File: config.mk
export PLATFORM = sky130hd
export DESIGN_NAME = arb_grant_xfer_flat
export DESIGN_NICKNAME = d
export VERILOG_FILES = /design/src/rtl/arb_grant_xfer_if.sv /design/src/rtl/arb_grant_xfer.sv /design/src/flat_wrapper.sv
export SDC_FILE = /design/constraint.sdc
export NUM_CORES = 1
export LEC_CHECK = 0
export CAP_MARGIN = 20
export CORE_AREA = 3 3 61 63
export CTS_CLUSTER_SIZE = 40
export DETAILED_ROUTE_END_ITERATION = 7
export DIE_AREA = 0 0 64 66
export DONT_BUFFER_PORTS = 1
export PLACE_DENSITY = 0.39
export SKIP_LAST_GASP = 1
export SYNTH_ARGS = -nofsm -noshare
export SYNTH_HDL_FRONTEND = slang
export SYNTH_SLANG_ARGS = --single-unit
File: constraint.sdc
create_clock -name clk -period 4.57 [get_ports clk]
set_clock_uncertainty 0.05 [all_clocks]
set_input_delay 0.457 -clock clk [delete_from_list [all_inputs] [get_ports clk]]
set_output_delay 0.457 -clock clk [all_outputs]
set_load 0.1 [all_outputs]
File: src/rtl/arb_grant_xfer_if.sv
// Grant, burst source and output-port bundle for arb_grant_xfer.
// err_timeout exists only when ARB_XFER_TIMEOUT_EN is defined.
interface arb_grant_xfer_if #(
    parameter int N     = 4,
    parameter int DW    = 8,
    parameter int LEN_W = 4
);
    logic [N-1:0]         grant;
    logic [N*DW-1:0]      req_data;
    logic [N*LEN_W-1:0]   req_len;
    logic                 out_valid;
    logic                 out_ready;
    logic [DW-1:0]        out_data;
    logic [$clog2(N)-1:0] out_owner;
    logic                 out_last;
    logic [N-1:0]         beat_ack;
    logic [N-1:0]         done;
    logic                 busy;
    logic                 err_multi;
`ifdef ARB_XFER_TIMEOUT_EN
    logic                 err_timeout;
`endif

    // Arbiter, sources and downstream sink as seen from outside the block.
    modport master (
        output grant, req_data, req_len, out_ready,
        input  out_valid, out_data, out_owner, out_last, beat_ack, done, busy, err_multi
`ifdef ARB_XFER_TIMEOUT_EN
        , input err_timeout
`endif
    );

    modport slave (
        input  grant, req_data, req_len, out_ready,
        output out_valid, out_data, out_owner, out_last, beat_ack, done, busy, err_multi
`ifdef ARB_XFER_TIMEOUT_EN
        , output err_timeout
`endif
    );
endinterface

File: src/rtl/arb_grant_xfer.sv
// Locks onto the granted requester and forwards its multi-beat burst over a valid/ready port.
// Optional stall timeout: define ARB_XFER_TIMEOUT_EN.
module arb_grant_xfer #(
    parameter int N      = 4,
    parameter int DW     = 8,
    parameter int LEN_W  = 4,
    parameter int TO_CYC = 16
) (
    input logic          clk,
    input logic          rst,
    arb_grant_xfer_if.slave bus
);
    localparam int OW = $clog2(N);

    localparam logic [1:0] IDLE    = 2'd0;
    localparam logic [1:0] XFER    = 2'd1;
    localparam logic [1:0] DONE_ST = 2'd2;

    logic [1:0]       state;
    logic [OW-1:0]    owner;
    logic [LEN_W-1:0] cnt;
    logic             err_multi_q;
    logic [OW-1:0]    win_idx;
    logic [LEN_W-1:0] win_len;
    logic             multi_hot;
    logic             hs;
    logic [N-1:0]     owner_oh;

    // Lowest set grant bit wins, even when the grant is not one-hot.
    always_comb begin
        win_idx = '0;
        for (int i = N - 1; i >= 0; i--) begin
            if (bus.grant[i]) win_idx = i[OW-1:0];
        end
    end

    assign win_len   = bus.req_len[win_idx*LEN_W +: LEN_W];
    assign multi_hot = |(bus.grant & (bus.grant - 1'b1));
    assign hs        = (state == XFER) && bus.out_ready;
    assign owner_oh  = {{(N-1){1'b0}}, 1'b1} << owner;

`ifdef ARB_XFER_TIMEOUT_EN
    localparam int SCW = (TO_CYC > 1) ? $clog2(TO_CYC) : 1;
    logic [SCW-1:0] sc;
    logic           err_to_q;
    logic           stall_expired;

    assign stall_expired = (state == XFER) && !bus.out_ready && (sc == SCW'(TO_CYC - 1));

    always_ff @(posedge clk) begin
        if (rst) begin
            sc       <= '0;
            err_to_q <= 1'b0;
        end else begin
            err_to_q <= stall_expired;
            if ((state == XFER) && !bus.out_ready && !stall_expired) sc <= sc + 1'b1;
            else                                                     sc <= '0;
        end
    end

    assign bus.err_timeout = err_to_q;
`else
    logic stall_expired;
    assign stall_expired = 1'b0;
`endif

    always_ff @(posedge clk) begin
        if (rst) begin
            state       <= IDLE;
            owner       <= '0;
            cnt         <= '0;
            err_multi_q <= 1'b0;
        end else begin
            case (state)
                IDLE: begin
                    if (|bus.grant) begin
                        owner <= win_idx;
                        cnt   <= win_len;
                        state <= XFER;
                        if (multi_hot) err_multi_q <= 1'b1;
                    end
                end
                XFER: begin
                    if (hs) begin
                        if (cnt != '0) cnt   <= cnt - 1'b1;
                        else           state <= DONE_ST;
                    end else if (stall_expired) begin
                        state <= DONE_ST;
                    end
                end
                DONE_ST: state <= IDLE;
                default: state <= IDLE;
            endcase
        end
    end

    // Data is steered straight from the owner's slice; sources hold it until beat_ack.
    assign bus.out_valid = (state == XFER);
    assign bus.out_data  = (state == XFER) ? bus.req_data[owner*DW +: DW] : '0;
    assign bus.out_owner = owner;
    assign bus.out_last  = (state == XFER) && (cnt == '0);
    assign bus.beat_ack  = hs ? owner_oh : '0;
    assign bus.done      = (state == DONE_ST) ? owner_oh : '0;
    assign bus.busy      = (state != IDLE);
    assign bus.err_multi = err_multi_q;
endmodule

File: src/flat_wrapper.sv
// flat-port wrapper written by rule: the top's interface ports become plain ports
module arb_grant_xfer_flat 
#(
    parameter int N      = 4,
    parameter int DW     = 8,
    parameter int LEN_W  = 4,
    parameter int TO_CYC = 16
)
  (clk, rst, bus_grant, bus_req_data, bus_req_len, bus_out_ready, bus_out_valid, bus_out_data, bus_out_owner, bus_out_last, bus_beat_ack, bus_done, bus_busy, bus_err_multi);
  arb_grant_xfer_if #(.N(N), .DW(DW), .LEN_W(LEN_W)) bus_i ();
  input logic clk;
  input logic rst;
  input wire logic [$bits(bus_i.grant)-1:0] bus_grant;
  input wire logic [$bits(bus_i.req_data)-1:0] bus_req_data;
  input wire logic [$bits(bus_i.req_len)-1:0] bus_req_len;
  input wire logic [$bits(bus_i.out_ready)-1:0] bus_out_ready;
  output wire logic [$bits(bus_i.out_valid)-1:0] bus_out_valid;
  output wire logic [$bits(bus_i.out_data)-1:0] bus_out_data;
  output wire logic [$bits(bus_i.out_owner)-1:0] bus_out_owner;
  output wire logic [$bits(bus_i.out_last)-1:0] bus_out_last;
  output wire logic [$bits(bus_i.beat_ack)-1:0] bus_beat_ack;
  output wire logic [$bits(bus_i.done)-1:0] bus_done;
  output wire logic [$bits(bus_i.busy)-1:0] bus_busy;
  output wire logic [$bits(bus_i.err_multi)-1:0] bus_err_multi;
  assign bus_i.grant = bus_grant;
  assign bus_i.req_data = bus_req_data;
  assign bus_i.req_len = bus_req_len;
  assign bus_i.out_ready = bus_out_ready;
  assign bus_out_valid = bus_i.out_valid;
  assign bus_out_data = bus_i.out_data;
  assign bus_out_owner = bus_i.out_owner;
  assign bus_out_last = bus_i.out_last;
  assign bus_beat_ack = bus_i.beat_ack;
  assign bus_done = bus_i.done;
  assign bus_busy = bus_i.busy;
  assign bus_err_multi = bus_i.err_multi;
  arb_grant_xfer #(.N(N), .DW(DW), .LEN_W(LEN_W), .TO_CYC(TO_CYC)) u_core (.clk(clk), .rst(rst), .bus(bus_i));
endmodule
# Word level (Yosys, flattened, before mapping)
# Cells that the tools add are included.
# word_totals
register_bits	9
output_inout_bits	22
wordCells	44
# classes
n_mux	15
shifts	3
n_eq_ne	6
add_sub_neg	2
bitwise_logic	1
n_reduce_logical	13
# op_table
cell	count
$shiftx A32 B6 Y8	1
$mux W4	5
$shiftx A16 B5 Y4	1
$mux W2	7
$mux W8	1
$pmux W4 S2	1
$reduce_or A4 Y1	2
$sub A4 B1 Y4 const B	2
$ne A2 B1 Y1 const B	3
$reduce_and A3 Y1	2
$and A4 B4 Y4	1
$logic_not A4 Y1	1
$pmux W2 S2	1
$reduce_and A4 Y1	1
$reduce_bool A2 Y1	2
$reduce_bool A4 Y1	1
$shl A1 B2 Y4 const A	1
$eq A2 B1 Y1 const B	1
$eq A2 B2 Y1 const B	1
$logic_and A1 B1 Y1	2
$logic_not A2 Y1	1
$ne A2 B2 Y1 const B	1
$reduce_and A2 Y1	1

# Logic depth before layout (Yosys ltp)
# Gate-level depths: netlist of run 1.
# logic_depth
ltp_word	7
mapped_depth	6
mapped_depth_nobuf	6

# Worst setup path after synthesis of run 1
# OpenSTA, ideal clock, no wires.
# synth_path
kind	register to output
startpoint	register u_core.owner[0] (netlist: u_core.bus.out_owner[0])
endpoint	output bus_beat_ack[0]
t_arrival_ns	3.237
setup_slack_ns	0.826
required_ns	4.063
path_stages_with_launch	4
path_buffers	2
path_cell_list	dfxtp_1 -> clkbuf_1 -> buf_2 -> nor3_1
# synth_via
elab_chain_cells	2
# synth_lines
item	line_no	rtl
start: declaration	arb_grant_xfer.sv:20	logic [OW-1:0] owner;
start signal: assignment	arb_grant_xfer.sv:77	owner <= win_idx;
$shl A1 B2 Y4	arb_grant_xfer.sv:40	assign owner_oh = {{(N-1){1'b0}}, 1'b1} << owner;
$mux W4	arb_grant_xfer.sv:102	assign bus.beat_ack = hs ? owner_oh : '0;
end: declaration	flat_wrapper.sv:21	output wire logic [$bits(bus_i.beat_ack)-1:0] bus_beat_ack;
# Every way passes these cells.

# Worst setup path in the final report of run 1
# layout_path
startpoint	register u_core.owner[0] (netlist: u_core.bus.out_owner[0])
endpoint	output bus_out_data[2]
# layout_via
elab_chain_cells	2
# layout_lines
item	line_no	rtl
$shiftx A32 B6 Y8	arb_grant_xfer.sv:99	assign bus.out_data = (state == XFER) ? bus.req_data[owner*DW +: DW] : '0;
$mux W8	arb_grant_xfer.sv:99	
end: declaration	flat_wrapper.sv:18	output wire logic [$bits(bus_i.out_data)-1:0] bus_out_data;
# Every way passes these cells.

==> impl_metrics.env, run 1 <==
export IMPL_status="finished clean"
export IMPL_rsz0062_at_grt="no"
export IMPL_dieArea_sq_um=4220
export IMPL_synthesis_area_sq_um=966
export IMPL_peakVddDrop_mv=0.0964
export IMPL_antenna_cells=0
export IMPL_cts_buffer_depth=2
export IMPL_yosysWarnings=0
export IMPL_endpoint="bus_out_data[2]"
export IMPL_critPathLaunch="u_core.bus.out_owner[0]"
export IMPL_power_density_nw_per_um2=363
export IMPL_gp_congestion=0.781
export IMPL_port_buffers=0
export IMPL_grt_pass1_wl_mm=4.40
export IMPL_synth_adder_area_share=0.0233
export IMPL_insertion_delay_ns=0.26
export IMPL_use_met2=0.219
export IMPL_total_power_uw=409
export IMPL_root_buffer="clkbuf_4"
export IMPL_synth_top_family_by_area="simple AND/OR/NAND/NOR gates"
export IMPL_ios=77
export IMPL_clkSlewWorstSetupHoldPaths_ns=0.06
export IMPL_detail_route_antenna_nets=0
export IMPL_slew_headroom=0.281
export IMPL_tightest_slew_ns=1.08
export IMPL_period_minus_slack_ns=2.81
export IMPL_wl_per_cell_microns=16.4
export IMPL_worstHoldStart="rst"
export IMPL_antenna_found_initial=0
export IMPL_hold_violations=0
export IMPL_synth_fp_nets=174
export IMPL_die_x_microns=64
export IMPL_fin_setup_tns_ns=0
export IMPL_crit_path_max_fanout=15
export IMPL_fp_dieH_microns=66
export IMPL_syn_inst=118
export IMPL_ff2ff_path_depth=6
export IMPL_synth_mux_area_fraction=0.187
export IMPL_top_usage_layer="met2"
export IMPL_cts_resized=0
export IMPL_yosysTopAreaCellShare=0.187
export IMPL_globalRouteMet3Util=0.0391
export IMPL_netlist_top_cells_area="dfxtp_1 19%, mux4_2 19%, and2_1 6.5%"
export IMPL_fin_crit_sh=0.615
export IMPL_drv_cap=0
export IMPL_rr_endpoint="u_core.cnt[3]"
export IMPL_hpwl_mm=2.23
export IMPL_drt_initial_drc_count=29
export IMPL_met1_usage=0.148
export IMPL_first_global_vias=976
export IMPL_worstSetupPathType="reg -> out"
export IMPL_drt_pass1_iter_count=3
export IMPL_arrival_ns=2.31
export IMPL_grt_max_degree=16
export IMPL_cp_required_ns=4.06
export IMPL_clock_fmax_mhz=356
export IMPL_cts_inserted_buffers=3
export IMPL_via_count=906
export IMPL_cts_sinks=9
export IMPL_area_growth_pct=16.7
export IMPL_wl_mm=2.73
export IMPL_cts_tree="built"
export IMPL_ys_seq_area_frac=0.187
export IMPL_holdBufCountCts=0
export IMPL_instances_no_fill=167
export IMPL_p_leak_nw=0.385
export IMPL_synth_xor_area_frac=0.00907
export IMPL_dp_cells=163
export IMPL_setup_viol=0
export IMPL_final_fill_count=364
export IMPL_start_util=0.294
export IMPL_r2r_slack_ns=2.55
export IMPL_synth_simple_area_share=0.301
export IMPL_coreArea_sq_um=3280
export IMPL_drv_slew=0
export IMPL_synth_avg_cell_area_sq_um=8.19
export IMPL_final_core_util=0.343
export IMPL_grt_util_all_layers=0.128
export IMPL_setup_worst_path_start_class="flop"
export IMPL_synth_cell_types=35
export IMPL_r2r_start="u_core.state[0]"
export IMPL_synth_compound_area_frac=0.219
export IMPL_synth_top_cell_by_area="dfxtp_1"
export IMPL_num_rows=21
export IMPL_via_per_inst=5.43
export IMPL_post_cts_setup_buffer_count=0
export IMPL_synth_seq_cells=9
export IMPL_cts_htree_levels=1
export IMPL_grt_ovfl_total=0
export IMPL_drive_gt1_frac=0.281
export IMPL_endpoint_kind="output port"
export IMPL_hp_class="in -> reg"
export IMPL_finalNetCount=178
export IMPL_remaining_drc_errors=0
-- metal layers --
| layer | wire length [microns] | vias to the layer above | share of wire |
|---|---|---|---|
| li1 | - | 440 | - |
| met1 | 1120 | 413 | 0.41 |
| met2 | 1300 | 51 | 0.47 |
| met3 | 296 | 2 | 0.11 |
| met4 | 17 | 0 | 0.0062 |
| met5 | 0 | - | 0 |
-- worst min-delay path by stage --
stage | to | slack (ns) | cells past startpoint
after floorplan | u_core.cnt[1] | 0.41 | 2
after global routing | u_core.bus.out_owner[0] | 0.19 | 1
after global placement | u_core.cnt[1] | 0.43 | 2
final | u_core.bus.out_owner[0] | 0.20 | 1
after CTS | u_core.state[0] | 0.20 | 1
after detailed placement | u_core.cnt[1] | 0.44 | 2
-- stage by stage --
| stage | area [sq um] | hold WS (ns) | worst slack, ns |
|---|---|---|---|
| after floorplan | 966 | 0.414 | 0.826 |
| after global placement | 1100 | 0.430 | 2.05 |
| after detailed placement | 1100 | 0.441 | 2.02 |
| after CTS | 1130 | 0.197 | 1.73 |
| after global routing | 1130 | 0.186 | 1.66 |
| final | 1130 | 0.205 | 1.76 |
-- registers in the layout, indices dropped and copies added (netlist names) --
name and cells:
u_core.cnt 4, u_core.bus.out_owner 2, u_core.state 2, u_core.bus.err_multi 1
-- worst max-delay path: stages, from the launching register on --
cell,delay (ns)
dfxtp_2,0.90
mux4_2,0.36
and2_1,0.78
-- cell families after synthesis --
kind of cell,Yosys count
and+or+nand+nor,52
muxes,8
adders and majority gates,2
buffers and inverters,17
AOI/OAI and AO/OA,29
DFF,9
xor gates and xnor gates,1
-- where the power goes --
| part | switching (mW) | leakage [nW] | internal, mW |
|---|---|---|---|
| combinational | 0.171 | 0.295 | 0.0616 |
| clock | 0.0293 | 0.0150 | 0.0337 |
| sequential | 0.0243 | 0.0750 | 0.0892 |
-- cell usage in the layout (no fill, tap or decap), types with 2 or more instances in the layout --
cell type  netlist  final
nand2_1          7      7
dfxtp_1          9      8
clkbuf_16        0      2
a21oi_1         11     11
and2_1          10     10
o21ai_0          3      3
nor3b_1          5      5
o221ai_1         2      2
or2_2            2      2
buf_4            0      5
nand2b_1         5      5
clkbuf_4         0      3
nor2_1          11      4
mux4_2           8      8
nor2b_1          2      2
inv_1            9      9
o211ai_1         3      3
a31oi_1          2      2
nor3_2           0      2
o31ai_1          3      3
nor3_1           4      2
nor2_2           0      7
-- synthesized netlist by cell type --
master    count
o211ai_1      3
nand3_1       1
nand2b_1      5
a31oi_1       2
buf_2         1
nor2_1       11
or3b_2        1
buf_1         1
buf_6         1
nor3_1        4
o31ai_1       3
inv_1         9
a221oi_2      1
xor2_1        1
nor3b_1       5
nand2_1       7
or4_1         1
a21oi_1      11
a221oi_1      1
a211oi_1      1
maj3_1        1
dfxtp_1       9
nand3b_1      1
o21a_1        1
clkbuf_1      5
nor2b_1       2
a32oi_4       1
or2_2         2
ha_1          1
and2_1       10
o21ai_0       3
mux4_2        8
o221ai_1      2
or4_4         1
or3_1         1
-- final cells by class --
cell class                      instances  area [sq um]  share of cell area
Multi-Input combinational cell         92           741               0.657
Timing Repair Buffer                    7          87.6              0.0777
Sequential cell                         9           181               0.161
Tap cell                               46          57.6              0.0511
Clock buffer                            4          26.3              0.0233
Inverter                                9          33.8              0.0300
Note: power is estimated with default switching activity, not from simulation.
==> inputs of run 2 (changes only) <==
==> constraint.sdc (replaced) <==
create_clock -name clk -period 2.9 [get_ports clk]
set_clock_uncertainty 0.05 [all_clocks]
set_input_delay 0.29 -clock clk [delete_from_list [all_inputs] [get_ports clk]]
set_output_delay 0.29 -clock clk [all_outputs]
set_load 0.1 [all_outputs]
==> impl_metrics.env, run 2 (synthesis gave the netlist of run 1 again) <==
export IMPL_switching_power_uw=354
export IMPL_fp_dieH_microns=66
export IMPL_hp_class="in -> reg"
export IMPL_cts_inserted_buffers=3
export IMPL_start_util=0.294
export IMPL_cts_resized=0
export IMPL_detail_route_antenna_nets=0
export IMPL_tightest_slew_ns=0.956
export IMPL_wl_mm=2.57
export IMPL_ios=77
export IMPL_placed_area_sq_um=1250
export IMPL_slew_headroom=0.362
export IMPL_post_cts_setup_buffer_count=0
export IMPL_via_count=945
export IMPL_cts_buffer_depth=2
export IMPL_coreArea_sq_um=3280
export IMPL_drt_pass1_iter_count=4
export IMPL_power_frac_comb=0.591
export IMPL_top_register="u_core.cnt"
export IMPL_status="finished clean"
export IMPL_multi_input_area_sq_um=741
export IMPL_ff2ff_path_depth=6
export IMPL_p_clk_frac=0.144
export IMPL_instances_no_fill=180
export IMPL_largest_reg_flops=4
export IMPL_swShare=0.527
export IMPL_insertion_delay_ns=0.26
export IMPL_final_fill_count=342
export IMPL_grt_util_all_layers=0.122
export IMPL_gp_congestion=0.837
export IMPL_crit_top_cell="buf_4"
export IMPL_antenna_found_initial=0
export IMPL_via_per_inst=5.25
export IMPL_dp_cells=176
export IMPL_regArea_sq_um=181
export IMPL_antenna_cells=0
export IMPL_holdBufCountCts=0
export IMPL_final_common_cell="buf_4"
export IMPL_cp_required_ns=2.56
export IMPL_crit_chain="nand2b_1, inv_1, buf_4, and2_1, buf_4"
export IMPL_wl_per_cell_microns=14.3
export IMPL_port_buffers=0
export IMPL_cts_htree_levels=1
export IMPL_hold_path_depth=1
export IMPL_power_density_nw_per_um2=527
export IMPL_num_rows=21
export IMPL_cp_slowest_cell="dfxtp_1"
export IMPL_drt_initial_drc_count=21
export IMPL_area_growth_pct=32.0
export IMPL_die_x_microns=64
export IMPL_p_leak_nw=0.465
export IMPL_final_cell_mix="14 x buf_4, 11 x a21oi_1, 10 x and2_1"
export IMPL_crit_path_max_fanout=9
export IMPL_period_minus_slack_ns=2.27
export IMPL_cts_sinks=9
export IMPL_hold_violations=0
export IMPL_internal_power_uw=317
export IMPL_setup_viol=0
export IMPL_worstSetupPathType="reg -> out"
export IMPL_dieArea_sq_um=4220
export IMPL_grt_max_degree=16
export IMPL_root_buffer="clkbuf_4"
export IMPL_first_global_vias=986
export IMPL_drv_cap=0
export IMPL_grt_pass1_wl_mm=4.23
export IMPL_remaining_drc_errors=0
export IMPL_final_core_util=0.388
export IMPL_finalNetCount=191
export IMPL_rsz0062_at_grt="no"
export IMPL_clkSlewWorstSetupHoldPaths_ns=0.06
export IMPL_fin_crit_sh=0.783
export IMPL_clock_fmax_mhz=440
export IMPL_cts_tree="built"
export IMPL_grt_ovfl_total=0
export IMPL_design_area_sq_um=1270
export IMPL_peakVddDrop_mv=0.133
export IMPL_endpoint_kind="output port"
export IMPL_cp_slowest_stage_delay_ns=0.42
export IMPL_setup_worst_path_start_class="flop"
export IMPL_drive_gt1_frac=0.351
export IMPL_hpwl_mm=2.20
export IMPL_seqPwrFrac=0.265
export IMPL_drv_slew=0
export IMPL_arrival_ns=1.93
-- run 2: changes by cell type in the layout (fill, tap and decap cells not counted) --
cell    previous run  this run
buf_4              5        14
buf_12             0         4
-- run 2: worst paths after layout --
check	start	endpoint	slack, ns
min	rst	u_core.cnt[1]	0.04
max reg2reg	u_core.cnt[0]	u_core.cnt[1]	1.00
max	u_core.state[0]	bus_out_data[7]	0.63
min reg2reg	u_core.cnt[1]	u_core.cnt[1]	0.43
-- run 2: cell type report --
cell class	count	area share
Clock buffer	4	0.0206
Inverter	9	0.0265
Multi-Input combinational cell	92	0.581
Sequential cell	9	0.142
Tap cell	46	0.0451
Timing Repair Buffer	20	0.184
-- run 2: critical path, delay by kind of cell, from the launching register on --
family / cells / cell delay, ns
buffers and inverters: 3 / 0.88
flip-flops: 1 / 0.42
AND/OR/NAND/NOR: 2 / 0.37
-- run 2: through the flow --
step / setup WS, ns / TNS (ns) / power [mW] / hold slack (ns)
global route: 0.525 / 0 / 0.708 / 0.0272
CTS: 0.625 / 0 / 0.679 / 0.0273
detailed placement: 0.919 / 0 / 0.580 / 0.305
finish: 0.628 / 0 / 0.671 / 0.0383
global placement: 0.894 / 0 / 0.579 / 0.306
floorplan: -0.677 / -1.35 / 0.510 / 0.414
-- run 2: per-layer routing --
metal  part of all wire  vias to the layer above  global-route usage
met3               0.10                        2              0.0306
met4             0.0090                        0              0.0485
met5                  0                        -                   0
li1                   -                      466                   -
met1               0.40                      426               0.138
met2               0.49                       51               0.217
-- run 2: power by group through the flow --
stage | Combinational, mW | Sequential, mW | Clock [mW]
after global routing | 0.420 | 0.181 | 0.107
after floorplan | 0.326 | 0.184 | 0
after detailed placement | 0.398 | 0.182 | 0
after global placement | 0.398 | 0.181 | 0
after CTS | 0.400 | 0.178 | 0.101
final | 0.396 | 0.178 | 0.0970
==> inputs of run 3 (changes only) <==
==> constraint.sdc (replaced) <==
create_clock -name clk -period 2.15 [get_ports clk]
set_clock_uncertainty 0.05 [all_clocks]
set_input_delay 0.215 -clock clk [delete_from_list [all_inputs] [get_ports clk]]
set_output_delay 0.215 -clock clk [all_outputs]
set_load 0.1 [all_outputs]
==> impl_metrics.env, run 3 (synthesis gave the netlist of run 1 again) <==
export IMPL_grt_max_degree=16
export IMPL_crit_path_max_fanout=4
export IMPL_final_core_util=0.451
export IMPL_detail_route_antenna_nets=0
export IMPL_hold_ws_ns=0.0893
export IMPL_start_util=0.294
export IMPL_instances_no_fill=185
export IMPL_dp_cells=180
export IMPL_clock_fmax_mhz=500
export IMPL_fin_crit_sh=0.930
export IMPL_grt_ovfl_total=0
export IMPL_antenna_found_initial=0
export IMPL_cts_tree="built"
export IMPL_grt_pass1_wl_mm=4.39
export IMPL_hold_path_depth=3
export IMPL_power_density_nw_per_um2=682
export IMPL_grt_util_all_layers=0.130
export IMPL_cts_htree_levels=1
export IMPL_cts_inserted_buffers=3
export IMPL_area_growth_pct=53.4
export IMPL_final_common_cell="buf_12"
export IMPL_dp_worst_setup_slack_ns=0.188
export IMPL_clkSlewWorstSetupHoldPaths_ns=0.07
export IMPL_die_x_microns=64
export IMPL_wl_mm=2.79
export IMPL_drt_initial_drc_count=13
export IMPL_cts_sinks=9
export IMPL_design_area_sq_um=1480
export IMPL_p_leak_nw=0.519
export IMPL_largest_reg_flops=4
export IMPL_status="finished clean"
export IMPL_drive_gt1_frac=0.439
export IMPL_ff2ff_path_depth=6
export IMPL_endpoint_kind="output port"
export IMPL_remaining_drc_errors=0
export IMPL_first_global_vias=966
export IMPL_regArea_sq_um=185
export IMPL_peakVddDrop_mv=0.317
export IMPL_top_register="u_core.cnt"
export IMPL_slew_headroom=0.706
export IMPL_hold_violations=0
export IMPL_arrival_ns=1.73
export IMPL_finalNetCount=196
export IMPL_hp_class="in -> reg"
export IMPL_insertion_delay_ns=0.26
export IMPL_layout_setup_ws_ns=0.151
export IMPL_via_per_inst=5.27
export IMPL_cp_required_ns=1.88
export IMPL_worstSetupPathType="reg -> out"
export IMPL_antenna_cells=0
export IMPL_setup_viol=0
export IMPL_dieArea_sq_um=4220
export IMPL_cts_buffer_depth=2
export IMPL_setup_worst_path_start_class="flop"
export IMPL_root_buffer="clkbuf_4"
export IMPL_placed_area_sq_um=1440
export IMPL_multi_input_area_sq_um=801
export IMPL_drv_cap=0
export IMPL_drt_pass1_iter_count=4
export IMPL_hpwl_mm=2.29
export IMPL_tightest_slew_ns=0.441
export IMPL_gp_congestion=0.727
export IMPL_period_minus_slack_ns=2.00
export IMPL_fp_dieH_microns=66
export IMPL_ios=77
export IMPL_via_count=975
export IMPL_post_cts_setup_buffer_count=0
export IMPL_drv_slew=0
export IMPL_port_buffers=0
export IMPL_total_power_mw=1.01
export IMPL_final_cell_mix="15 x buf_12, 11 x a21oi_1, 9 x inv_1, 9 x buf_4, 8 x mux4_2"
export IMPL_fin_setup_tns_ns=0
export IMPL_num_rows=21
export IMPL_final_fill_count=327
export IMPL_wl_per_cell_microns=15.1
export IMPL_coreArea_sq_um=3280
export IMPL_rsz0062_at_grt="no"
## run 3: what timing repair did
item / CTS / global route
endpoints found under the setup margin: 0 / 4
resized for setup: 0 / 1
hold endpoints to repair: 9 / 0
hold buffers: 1 / 0
## run 3: area by class of cell
class | instances | share of cell area
Clock buffer | 4 | 0.0177
Inverter | 9 | 0.0228
Multi-Input combinational cell | 92 | 0.541
Sequential cell | 9 | 0.125
Tap cell | 46 | 0.0389
Timing Repair Buffer | 25 | 0.255
## run 3: report_power, final
group	internal (mW)	switching, mW	leakage (nW)	total (mW)
Sequential	0.190	0.0355	0.0757	0.225
Clock	0.0718	0.0652	0.0150	0.137
Combinational	0.237	0.411	0.428	0.648
Total	0.499	0.512	0.519	1.01
## run 3: layer usage
metal / vias up / wire (microns) / GRT usage
met1: 433 / 1100 / 0.144
met3: 4 / 366 / 0.0476
li1: 477 / - / -
met4: 0 / 40 / 0.0647
met5: - / 0 / 0
met2: 61 / 1280 / 0.217
## run 3: critical path, cell delays in order (launching register included)
cell and delay [ns]:
dfxtp_1 0.30, inv_1 0.09, ha_1 0.20, or3b_2 0.53
nor2_2 0.16, buf_12 0.19
## run 3: path summary, 6_finish.rpt
check	to	startpoint	slack, ns
worst min-delay path	u_core.bus.out_owner[0]	bus_grant[0]	0.09
worst max register to register	u_core.cnt[1]	u_core.cnt[0]	0.20
worst max-delay path	bus_out_last	u_core.cnt[0]	0.15
worst min register to register	u_core.bus.err_multi	u_core.bus.err_multi	0.40
